<file path="src/rtl/fp_div_if.sv">
// Operand/result bundle for the sequential float divider.
// Latency and timing are set by the divider; the bundle adds no state.
// in_valid/in_ready gate operands; the result side has no backpressure.
interface fp_div_if;
    logic        in_valid;
    logic        in_ready;
    logic [31:0] a;
    logic [31:0] b;
    logic        out_valid;
    logic [31:0] out;
    logic [3:0]  flags;

    modport master (output in_valid, a, b, input in_ready, out_valid, out, flags);
    modport slave  (input in_valid, a, b, output in_ready, out_valid, out, flags);
endinterface

</file>
<file path="src/rtl/fp_div_seq.sv">
// Sequential IEEE-754 single divider (radix-2 restoring), out = a / b, flush-to-zero.
// Latency QBITS+2 edges from accept to the out_valid cycle; one op per QBITS+3 cycles.
// in_ready only when no operation is in progress; out_valid is a pulse with no backpressure.
module fp_div_seq #(
    parameter int QBITS = 26
) (
    input logic     clk,
    input logic     rst_n,
    fp_div_if.slave io
);
    typedef enum logic [2:0] {IDLE, UNPACK, DIV, ROUND, DONE} state_t;
    localparam int CW = $clog2(QBITS);

    state_t            state, state_nxt;
    logic [31:0]       a_q, b_q;
    logic [CW-1:0]     cnt;
    logic              sign_q;
    logic signed [9:0] e_q;
    logic [23:0]       mb_q;
    logic [24:0]       rem_q;
    logic [QBITS-1:0]  quo_q;
    logic              spec_q;
    logic [31:0]       spec_res_q;
    logic [3:0]        spec_flg_q;
    logic [31:0]       out_q;
    logic [3:0]        flags_q;

    // DONE also accepts, so the next operand pair overlaps the result cycle.
    assign io.in_ready  = (state == IDLE) || (state == DONE);
    assign io.out_valid = (state == DONE);
    assign io.out       = out_q;
    assign io.flags     = flags_q;

    // Field split and special-case classification of the captured operands.
    logic [7:0]        ea, eb;
    logic [22:0]       fa, fb;
    logic              a_zero, b_zero, a_inf, b_inf, a_nan, b_nan, sgn;
    logic signed [9:0] e_unp;
    logic              u_spec;
    logic [31:0]       u_res;
    logic [3:0]        u_flg;

    always_comb begin
        ea     = a_q[30:23];
        eb     = b_q[30:23];
        fa     = a_q[22:0];
        fb     = b_q[22:0];
        a_zero = (ea == 8'd0);
        b_zero = (eb == 8'd0);
        a_inf  = (ea == 8'hFF) && (fa == 23'd0);
        b_inf  = (eb == 8'hFF) && (fb == 23'd0);
        a_nan  = (ea == 8'hFF) && (fa != 23'd0);
        b_nan  = (eb == 8'hFF) && (fb != 23'd0);
        sgn    = a_q[31] ^ b_q[31];
        e_unp  = $signed({2'b00, ea}) - $signed({2'b00, eb}) + 10'sd127;
        u_spec = 1'b1;
        u_res  = {sgn, 31'd0};
        u_flg  = 4'b0000;
        if (a_nan || b_nan || (a_zero && b_zero) || (a_inf && b_inf)) begin
            u_res = 32'h7FC0_0000;
            u_flg = 4'b1000;
        end else if (a_inf) begin
            u_res = {sgn, 8'hFF, 23'd0};
        end else if (b_zero) begin
            u_res = {sgn, 8'hFF, 23'd0};
            u_flg = 4'b0100;
        end else if (a_zero || b_inf) begin
            u_res = {sgn, 31'd0};
        end else begin
            u_spec = 1'b0;
        end
    end

    // Divisor is held one bit left so the first step yields the integer bit of mA/mB.
    logic [25:0] rem2, mb2;
    logic [24:0] diff;
    logic        ge;

    always_comb begin
        rem2 = {rem_q, 1'b0};
        mb2  = {1'b0, mb_q, 1'b0};
        ge   = (rem2 >= mb2);
        diff = rem2[24:0] - mb2[24:0];
    end

    logic [QBITS-1:0]  qn;
    logic signed [9:0] e_n, e_f;
    logic [23:0]       mant;
    logic [24:0]       mant_r;
    logic [22:0]       frac;
    logic              guard, sticky, inc;
    logic [31:0]       r_res;
    logic [3:0]        r_flg;

    always_comb begin
        qn     = quo_q[QBITS-1] ? quo_q : {quo_q[QBITS-2:0], 1'b0};
        e_n    = quo_q[QBITS-1] ? e_q : e_q - 10'sd1;
        mant   = qn[QBITS-1 -: 24];
        guard  = qn[QBITS-25];
        sticky = (|qn[QBITS-26:0]) | (|rem_q);
        inc    = guard & (sticky | mant[0]);
        mant_r = {1'b0, mant} + {24'd0, inc};
        e_f    = mant_r[24] ? e_n + 10'sd1 : e_n;
        frac   = mant_r[24] ? mant_r[23:1] : mant_r[22:0];
        r_res  = {sign_q, e_f[7:0], frac};
        r_flg  = 4'b0000;
        if (spec_q) begin
            r_res = spec_res_q;
            r_flg = spec_flg_q;
        end else if (e_f >= 10'sd255) begin
            r_res = {sign_q, 8'hFF, 23'd0};
            r_flg = 4'b0010;
        end else if (e_f <= 10'sd0) begin
            r_res = {sign_q, 31'd0};
            r_flg = 4'b0001;
        end
    end

    always_comb begin
        state_nxt = state;
        case (state)
            IDLE:    if (io.in_valid) state_nxt = UNPACK;
            UNPACK:  state_nxt = DIV;
            DIV:     if (cnt == CW'(QBITS - 1)) state_nxt = ROUND;
            ROUND:   state_nxt = DONE;
            DONE:    state_nxt = io.in_valid ? UNPACK : IDLE;
            default: state_nxt = IDLE;
        endcase
    end

    always_ff @(posedge clk or negedge rst_n) begin
        if (!rst_n) state <= IDLE;
        else        state <= state_nxt;
    end

    always_ff @(posedge clk or negedge rst_n) begin
        if (!rst_n) begin
            a_q        <= 32'd0;
            b_q        <= 32'd0;
            cnt        <= '0;
            sign_q     <= 1'b0;
            e_q        <= 10'sd0;
            mb_q       <= 24'd0;
            rem_q      <= 25'd0;
            quo_q      <= '0;
            spec_q     <= 1'b0;
            spec_res_q <= 32'd0;
            spec_flg_q <= 4'd0;
            out_q      <= 32'd0;
            flags_q    <= 4'd0;
        end else begin
            if (io.in_valid && io.in_ready) begin
                a_q <= io.a;
                b_q <= io.b;
            end
            case (state)
                UNPACK: begin
                    sign_q     <= sgn;
                    e_q        <= e_unp;
                    mb_q       <= {1'b1, fb};
                    rem_q      <= {2'b01, fa};
                    quo_q      <= '0;
                    cnt        <= '0;
                    spec_q     <= u_spec;
                    spec_res_q <= u_res;
                    spec_flg_q <= u_flg;
                end
                DIV: begin
                    rem_q <= ge ? diff : rem2[24:0];
                    quo_q <= {quo_q[QBITS-2:0], ge};
                    cnt   <= cnt + 1'b1;
                end
                ROUND: begin
                    out_q   <= r_res;
                    flags_q <= r_flg;
                end
                default: ;
            endcase
        end
    end
endmodule

</file>
<file path="src/flat_wrapper.sv">
// flat-port wrapper written by rule: the top's interface ports become plain ports
module fp_div_seq_flat 
#(
    parameter int QBITS = 26
)
  (clk, rst_n, io_in_valid, io_a, io_b, io_in_ready, io_out_valid, io_out, io_flags);
  fp_div_if io_i ();
  input logic clk;
  input logic rst_n;
  input wire logic [$bits(io_i.in_valid)-1:0] io_in_valid;
  input wire logic [$bits(io_i.a)-1:0] io_a;
  input wire logic [$bits(io_i.b)-1:0] io_b;
  output wire logic [$bits(io_i.in_ready)-1:0] io_in_ready;
  output wire logic [$bits(io_i.out_valid)-1:0] io_out_valid;
  output wire logic [$bits(io_i.out)-1:0] io_out;
  output wire logic [$bits(io_i.flags)-1:0] io_flags;
  assign io_i.in_valid = io_in_valid;
  assign io_i.a = io_a;
  assign io_i.b = io_b;
  assign io_in_ready = io_i.in_ready;
  assign io_out_valid = io_i.out_valid;
  assign io_out = io_i.out;
  assign io_flags = io_i.flags;
  fp_div_seq #(.QBITS(QBITS)) u_core (.clk(clk), .rst_n(rst_n), .io(io_i));
endmodule
</file>
<file path="config.mk">
export PLATFORM = sky130hd
export DESIGN_NAME = fp_div_seq_flat
export DESIGN_NICKNAME = d
export VERILOG_FILES = /design/src/rtl/fp_div_if.sv /design/src/rtl/fp_div_seq.sv /design/src/flat_wrapper.sv
export SDC_FILE = /design/constraint.sdc
export NUM_CORES = 1
export LEC_CHECK = 0
export CAP_MARGIN = 15
export CORE_ASPECT_RATIO = 1.1
export CORE_UTILIZATION = 54
export CTS_BUF_LIST = sky130_fd_sc_hd__clkbuf_4 sky130_fd_sc_hd__clkbuf_8
export DETAILED_ROUTE_END_ITERATION = 10
export HOLD_SLACK_MARGIN = 0.1
export PLACE_DENSITY_LB_ADDON = 0.08
export SYNTH_ARGS = -nofsm -noshare
export SYNTH_HDL_FRONTEND = slang
export SYNTH_SLANG_ARGS = --single-unit
</file>
<file path="constraint.sdc">
create_clock -name clk -period 4.41 [get_ports clk]
set_clock_uncertainty 0.1 [all_clocks]
set_input_delay 0.6615 -clock clk [delete_from_list [all_inputs] [get_ports clk]]
set_output_delay 0.6615 -clock clk [all_outputs]
set_load 0.01 [all_outputs]
</file>
==> summary.md, run 1 <==
| Metric | Value |
|---|---|
| Outcome | `completed` |
| Crit Path Class | `reg -> reg` |
| Max frequency | `254.0 MHz` |
| Clk sink count | `199` |
| Top post-synthesis cells by area | `dfrtp_1 43%, mux2_2 6.0%, nand2_1 4.9%` |
| WP data arrival | `4.23 ns` |
| Post-CTS setup buffers | `0` |
| Pwr Total | `0.009630 W` |
| Nets | `1377` |
| PwrDens | `733.9 nW/um2` |
| Setup Viol. Count Final | `0` |
| Port Buffers | `104` |
| CP endpoint kind | `register` |
| Mean area per synthesized cell | `9.556 um2` |
| Max Cap Viol | `0` |
| Initial core utilization | `55.41%` |
| Leading area contributor after synthesis | `dfrtp_1` |
| DRC violations left | `0` |
| Top delay family on crit path | `simple AND/OR/NAND/NOR gates` |
| Pin count of the biggest net entering global routing | `96` |
| CTS tree | `done` |
| Post-Layout Cell Count | `1567` |
| First-pass GRT wire length | `45310 um` |
| VDD IR-drop max | `0.0003142 V` |
| Total CTS buffers | `17` |
| Antenna violations before repair | `0` |
| Worst path depth | `13` |
| Hpwl dp | `19870 um` |
| Worst Path Required | `4.70 ns` |
| Chip width | `141.0 um` |
| Core area | `20710 um2` |
| Setup tns final | `0 ns` |
| Syn. warnings | `0` |
| Critical-path cell with the highest stage delay | `dfrtp_1` |
| Slew HR | `48.52%` |
| Reg2Reg Depth | `13` |
| Layout cells sized above 1 | `10.69%` |
| Ant. Diodes | `0` |
| Count of flip-flops with a built-in enable after synthesis | `0` |
| Synth async-reset ratio | `100.0%` |
| Post-route ant nets | `0` |
| Library cells used by synthesis | `71` |
| Via density | `5.756` |
| Remaining Overflow, GRT | `0` |
| Clk slew on worst S/H paths | `0.12 ns` |
| Crit path max fanout | `19` |
| Primary FF master, synth | `dfrtp_1` |
| Later-pin clock latency in the skew report | `0.48 ns` |
| Synth top area share | `43.39%` |
| Minimum clock period | `3.936 ns` |
| Placed Cells | `1536` |
| Leak | `5.484 nW` |
| RSZ-0062 raised after global routing | `no` |
| Final design utilization | `63.35%` |
| Syn_nets | `1308` |
| Final period utilization | `89.26%` |
| Die height | `154.9 um` |
| Measured slew at the worst slew-check pin | `0.7722 ns` |
| Via count | `9019` |
| Register area share after synthesis | `43.39%` |
| Syn Std Cell Area | `11480 um2` |
| CP startpoint kind | `register` |
| Layout overhead on the synthesized area | `14.32%` |
| R2r endpoint | `u_core.io.out[20]$_DFFE_PN0P_` |
| Drt initial violations | `629` |
| Die area | `21840 um2` |
| Site Rows | `55` |
| Worst R2R Setup Slack | `0.47 ns` |
| Routed length per instance | `17.22 um` |
| TritonRoute pass-1 iters | `5` |
| CP Buf/Inv Count | `2` |
| Boundary Pins | `105` |
| Mapped Cells | `1201` |
| Max Transition Viols Final | `0` |
| Worst min path class | `in -> async` |
| Global Route Usage Sum | `26.33%` |
| RD Place Congestion | `0.9175` |
| #FFs+latches synth | `199` |
| CTS H-tree depth | `4` |
| Final WL | `26990 um` |
| Final Hold Vio Count | `0` |
| Crit path largest cell delay | `0.52 ns` |
| CTS max path bufs | `2` |
| Root Driver | `clkbuf_8` |
| FF-to-FF Start | `u_core.e_q[0]$_DFFE_PN0P_` |
| Number of global-route vias before repair | `8807` |
| Cell breakdown of the critical path | `inv_1, ha_1, mux2_2, inv_1, ha_1, and2_1, nand4_1, nor3b_2, a21oi_1, a211oi_1, o41ai_2, or2_2, o41ai_2` |
[repair_timing]
item	4_1_cts	5_1_grt
hold buffers	0	0
resized for setup	0	1
endpoints found under the setup margin	0	1
[state kept, by name, summed over array words and instances (netlist names), 3 cells and up]
| signal | count |
|---|---|
| u_core.state | 3 |
| u_core.mb_q | 24 |
| u_core.b_q | 32 |
| u_core.a_q | 32 |
| u_core.e_q | 10 |
| u_core.io.flags | 4 |
| u_core.rem_q | 25 |
| u_core.cnt | 5 |
| u_core.quo_q | 26 |
| u_core.io.out | 32 |
| u_core.spec_res_q | 3 |
[Yosys cell counts (5+ instances only)]
master    number
a211o_1        5
nand2b_1       8
or3_1          5
or2_2          7
ha_1          38
mux2_2        61
nor2_1        47
o31ai_1       13
nor4_1        18
o22ai_1       11
a22o_1        23
xnor2_1       51
mux2i_1       37
dfrtp_1      199
o21ai_1       11
a21o_1        17
nor3b_1        6
and2_1         6
o211ai_1      14
nand2_1      151
a21oi_1       63
inv_1         54
and3_1        13
o21ai_0       88
nand4_1       19
nor2b_1        9
clkbuf_1      60
nand3_1       31
nor3_1        19
xor2_1        20
a31oi_1       12
or4_1          6
a211oi_1       5
o21a_1         6
a32o_1         5
[power breakdown]
| part | switching, W | internal [W] | leakage (nW) |
|---|---|---|---|
| combinational | 0.00290 | 0.00234 | 2.79 |
| sequential | 0.000678 | 0.00252 | 2.49 |
| clock | 0.000722 | 0.000473 | 0.198 |
| total | 0.00430 | 0.00533 | 5.48 |
[cells in the final DEF (no fill, tap or decap), drive strengths merged, types with 5 or more instances in the layout]
cell type      count
a211o              5
a211oi             5
a21o              17
a21oi             63
a22o              23
a31oi             12
a32o               5
and2               6
and3              13
buf               17
clkbuf            18
clkdlybuf4s50    103
dfrtp            199
ha                38
inv               63
mux2              61
mux2i             37
nand2            151
nand2b             8
nand3             31
nand4             20
nor2              47
nor2b              9
nor3              19
nor3b              8
nor4              21
o211ai            14
o21a               6
o21ai             99
o22ai             11
o31ai             13
o41ai              5
or2                8
or3                5
or4                6
xnor2             51
xor2              20
[kinds of logic (layout without fill, tap and decap cells)]
group	count (synthesis)	count (layout)	synth area share (%)
adders and majority gates	40	40	4.491
DFF	199	199	43.39
AOI/OAI and AO/OA	304	304	17.13
xor gates and xnor gates	71	71	5.418
muxes	98	98	9.212
and+or+nand+nor	363	363	15.82
buffers and inverters	126	207	4.546
[worst max path at each step]
stage	from	end	slack (ns)
finish	u_core.e_q[0]$_DFFE_PN0P_	u_core.io.out[20]$_DFFE_PN0P_	0.47
global route	u_core.e_q[0]$_DFFE_PN0P_	u_core.io.out[11]$_DFFE_PN0P_	0.15
CTS	u_core.e_q[0]$_DFFE_PN0P_	u_core.io.out[0]$_DFFE_PN0P_	0.33
detailed placement	u_core.e_q[0]$_DFFE_PN0P_	u_core.io.out[0]$_DFFE_PN0P_	0.37
global placement	u_core.e_q[0]$_DFFE_PN0P_	u_core.io.out[1]$_DFFE_PN0P_	0.48
floorplan	u_core.quo_q[25]$_DFFE_PN0P_	u_core.io.out[7]$_DFFE_PN0P_	0.13
[routing by layer]
layer,global-route usage [%],routed length (um),vias to the layer above
met4,9.886,772,0
met3,4.124,891,42
met5,0,0,-
met1,34.31,12150,4352
li1,-,-,4432
met2,44.35,13180,193
[layout make-up]
class	count	area, um2
clock buffers	17	234.0
clock inverters	14	156.4
fillers	1847	7592
inverters	55	206.4
multi-input cells	876	5991
flip-flops and latches	199	4980
well taps	285	356.6
repair buffers	121	1197
[worst reg2reg max path: stages, from the launching register on]
cell      delay [ns]
dfrtp_1         0.52
inv_1           0.12
ha_1            0.33
mux2_2          0.31
inv_1           0.07
ha_1            0.26
and2_1          0.16
nand4_1         0.22
nor3b_2         0.34
a21oi_1         0.07
a211oi_1        0.31
o41ai_2         0.19
or2_2           0.50
o41ai_2         0.37
[through the flow]
stage	instance area [um2]	hold slack (ns)	setup WS [ns]
final	13120	0.1335	0.4736
after global routing	13120	0.1877	0.1525
after CTS	13120	0.1566	0.3289
after detailed placement	12730	0.3442	0.3661
after global placement	12730	0.3375	0.4775
after floorplan	11480	0.2659	0.1318
Power figures use the tool's default switching activity.
==> inputs of run 2 (changes only) <==
--- a/config.mk
+++ b/config.mk
@@ -7,6 +7,7 @@
 export LEC_CHECK = 0
 export CAP_MARGIN = 15
 export CORE_ASPECT_RATIO = 1.1
+export CORE_MARGIN = 2
 export CORE_UTILIZATION = 54
 export CTS_BUF_LIST = sky130_fd_sc_hd__clkbuf_4 sky130_fd_sc_hd__clkbuf_8
 export DETAILED_ROUTE_END_ITERATION = 10
==> summary.md, run 2 (synthesized netlist as in run 1, its figures left out) <==
| Metric | Value |
|---|---|
| Outcome | `completed` |
| Worst min path class | `reg -> reg` |
| Pre-CTS setup slack | `0.3699 ns` |
| DRC violations left | `0` |
| Core area | `20710 um2` |
| Final Hold Vio Count | `0` |
| Leak | `5.488 nW` |
| Wl on met1 | `12150 um` |
| Internal | `0.005337 W` |
| Commonest non-fill, non-tap cell in the layout | `dfrtp_1` |
| RD Place Congestion | `0.8715` |
| Initial core utilization | `55.41%` |
| Global Route Usage Sum | `24.82%` |
| Clk slew on worst S/H paths | `0.10 ns` |
| Measured slew at the worst slew-check pin | `0.7330 ns` |
| Final WL | `26350 um` |
| Post-CTS setup buffers | `0` |
| RSZ-0062 raised after global routing | `no` |
| Minimum clock period | `4.070 ns` |
| First-pass GRT wire length | `44460 um` |
| Placed Cells | `1536` |
| Pin count of the biggest net entering global routing | `81` |
| Worst Path Required | `4.64 ns` |
| CP startpoint kind | `register` |
| CP startpoint | `u_core.quo_q[25]$_DFFE_PN0P_` |
| Die area | `22440 um2` |
| Hpwl dp | `19430 um` |
| Site Rows | `55` |
| WL met2 | `13080 um` |
| Met3 wire length | `780 um` |
| Min-delay src | `u_core.mb_q[23]$_DFFE_PN0P_` |
| Final period utilization | `92.28%` |
| CP endpoint kind | `register` |
| Slew HR | `51.03%` |
| Number of global-route vias before repair | `8767` |
| CTS H-tree depth | `4` |
| Max Used Layer | `met4` |
| FF-to-FF Start | `u_core.quo_q[25]$_DFFE_PN0P_` |
| Root Driver | `clkbuf_8` |
| Die height | `156.9 um` |
| Max Transition Viols Final | `0` |
| VDD IR-drop max | `0.0003430 V` |
| Antenna violations before repair | `0` |
| Via density | `5.751` |
| Layout overhead on the synthesized area | `14.41%` |
| Setup tns final | `0 ns` |
| Clk sink count | `199` |
| CTS max path bufs | `2` |
| Worst setup margin | `0.3404 ns` |
| Crit path max fanout | `23` |
| Post-cts repair resize count | `0` |
| Routed length per instance | `16.79 um` |
| Via count | `9024` |
| Ant. Diodes | `0` |
| Later-pin clock latency in the skew report | `0.48 ns` |
| Max frequency | `245.7 MHz` |
| Net Sw Frac | `44.36%` |
| Layout cells sized above 1 | `10.67%` |
| CTS tree | `done` |
| Port Buffers | `104` |
| WP data arrival | `4.30 ns` |
| Clock power frac | `12.5%` |
| Nets | `1378` |
| Setup Viol. Count Final | `0` |
| PwrDens | `730.4 nW/um2` |
| NetSw | `0.004254 W` |
| Drt initial violations | `477` |
| Post-Layout Cell Count | `1569` |
| Post-route ant nets | `0` |
| Worst hold margin | `0.3725 ns` |
| Chip width | `143.0 um` |
| Max Cap Viol | `0` |
| Seq pwr share | `33.3%` |
| Remaining Overflow, GRT | `0` |
| Most frequent cells in the layout | `199 x dfrtp_1, 151 x nand2_1, 103 x clkdlybuf4s50_1` |
| Boundary Pins | `105` |
| Crit Path Class | `reg -> reg` |
| Combinational share of power | `54.2%` |
| Final design utilization | `63.39%` |
| TritonRoute pass-1 iters | `5` |
| CTS Hold Bufs | `1` |
| Total CTS buffers | `17` |
-- run 2: path summary, 6_finish.rpt --
| check | endpoint | slack, ns | cells past startpoint |
|---|---|---|---|
| worst min-delay path | u_core.mb_q[23]$_DFFE_PN0P_ | 0.37 | 2 |
| worst max register to register | u_core.io.out[0]$_DFFE_PN0P_ | 0.34 | 10 |
| worst max-delay path | u_core.io.out[0]$_DFFE_PN0P_ | 0.34 | 10 |
| min in group asynchronous | u_core.io.flags[2]$_DFFE_PN0P_ | 0.65 | 2 |
| worst min register to register | u_core.mb_q[23]$_DFFE_PN0P_ | 0.37 | 2 |
| max in group asynchronous | u_core.io.out[4]$_DFFE_PN0P_ | 2.56 | 3 |
-- run 2: cell type report --
cell class / count / area [um2]
Clock buffer: 17 / 234.0
Clock inverter: 15 / 168.9
Fill cell: 1788 / 7582
Inverter: 55 / 206.4
Multi-Input combinational cell: 876 / 5991
Sequential cell: 199 / 4980
Tap cell: 285 / 356.6
Timing Repair Buffer: 122 / 1195
-- run 2: power groups by stage --
stage	Combinational (W)	Sequential [W]	Clock (W)
detailed placement	0.00517	0.00322	0
global route	0.00587	0.00330	0.00130
CTS	0.00520	0.00319	0.00123
global placement	0.00509	0.00321	0
floorplan	0.00414	0.00296	0
finish	0.00520	0.00319	0.00120
-- run 2: per-stage QoR --
stage | total power, W | area, um2
6_report | 0.009591 | 13130
5_1_grt | 0.01047 | 13130
4_1_cts | 0.009614 | 13130
3_5_place_dp | 0.008393 | 12720
3_3_place_gp | 0.008297 | 12720
2_1_floorplan | 0.007099 | 11480
-- run 2: layer usage --
metal | vias to the layer above | GRT usage, %
li1 | 4450 | -
met1 | 4364 | 33.61
met2 | 185 | 42.93
met3 | 25 | 3.164
met4 | 0 | 5.186
met5 | - | 0
-- run 2: worst max-delay path: stages, from the launching register on --
cell	delay, ns
dfrtp_1	0.41
buf_4	0.33
mux2i_1	0.19
nor4_1	0.51
nand4_2	0.31
a211oi_1	0.33
xnor2_1	0.21
nand3_1	0.14
o41ai_2	0.57
or2_1	0.63
o21ai_0	0.18
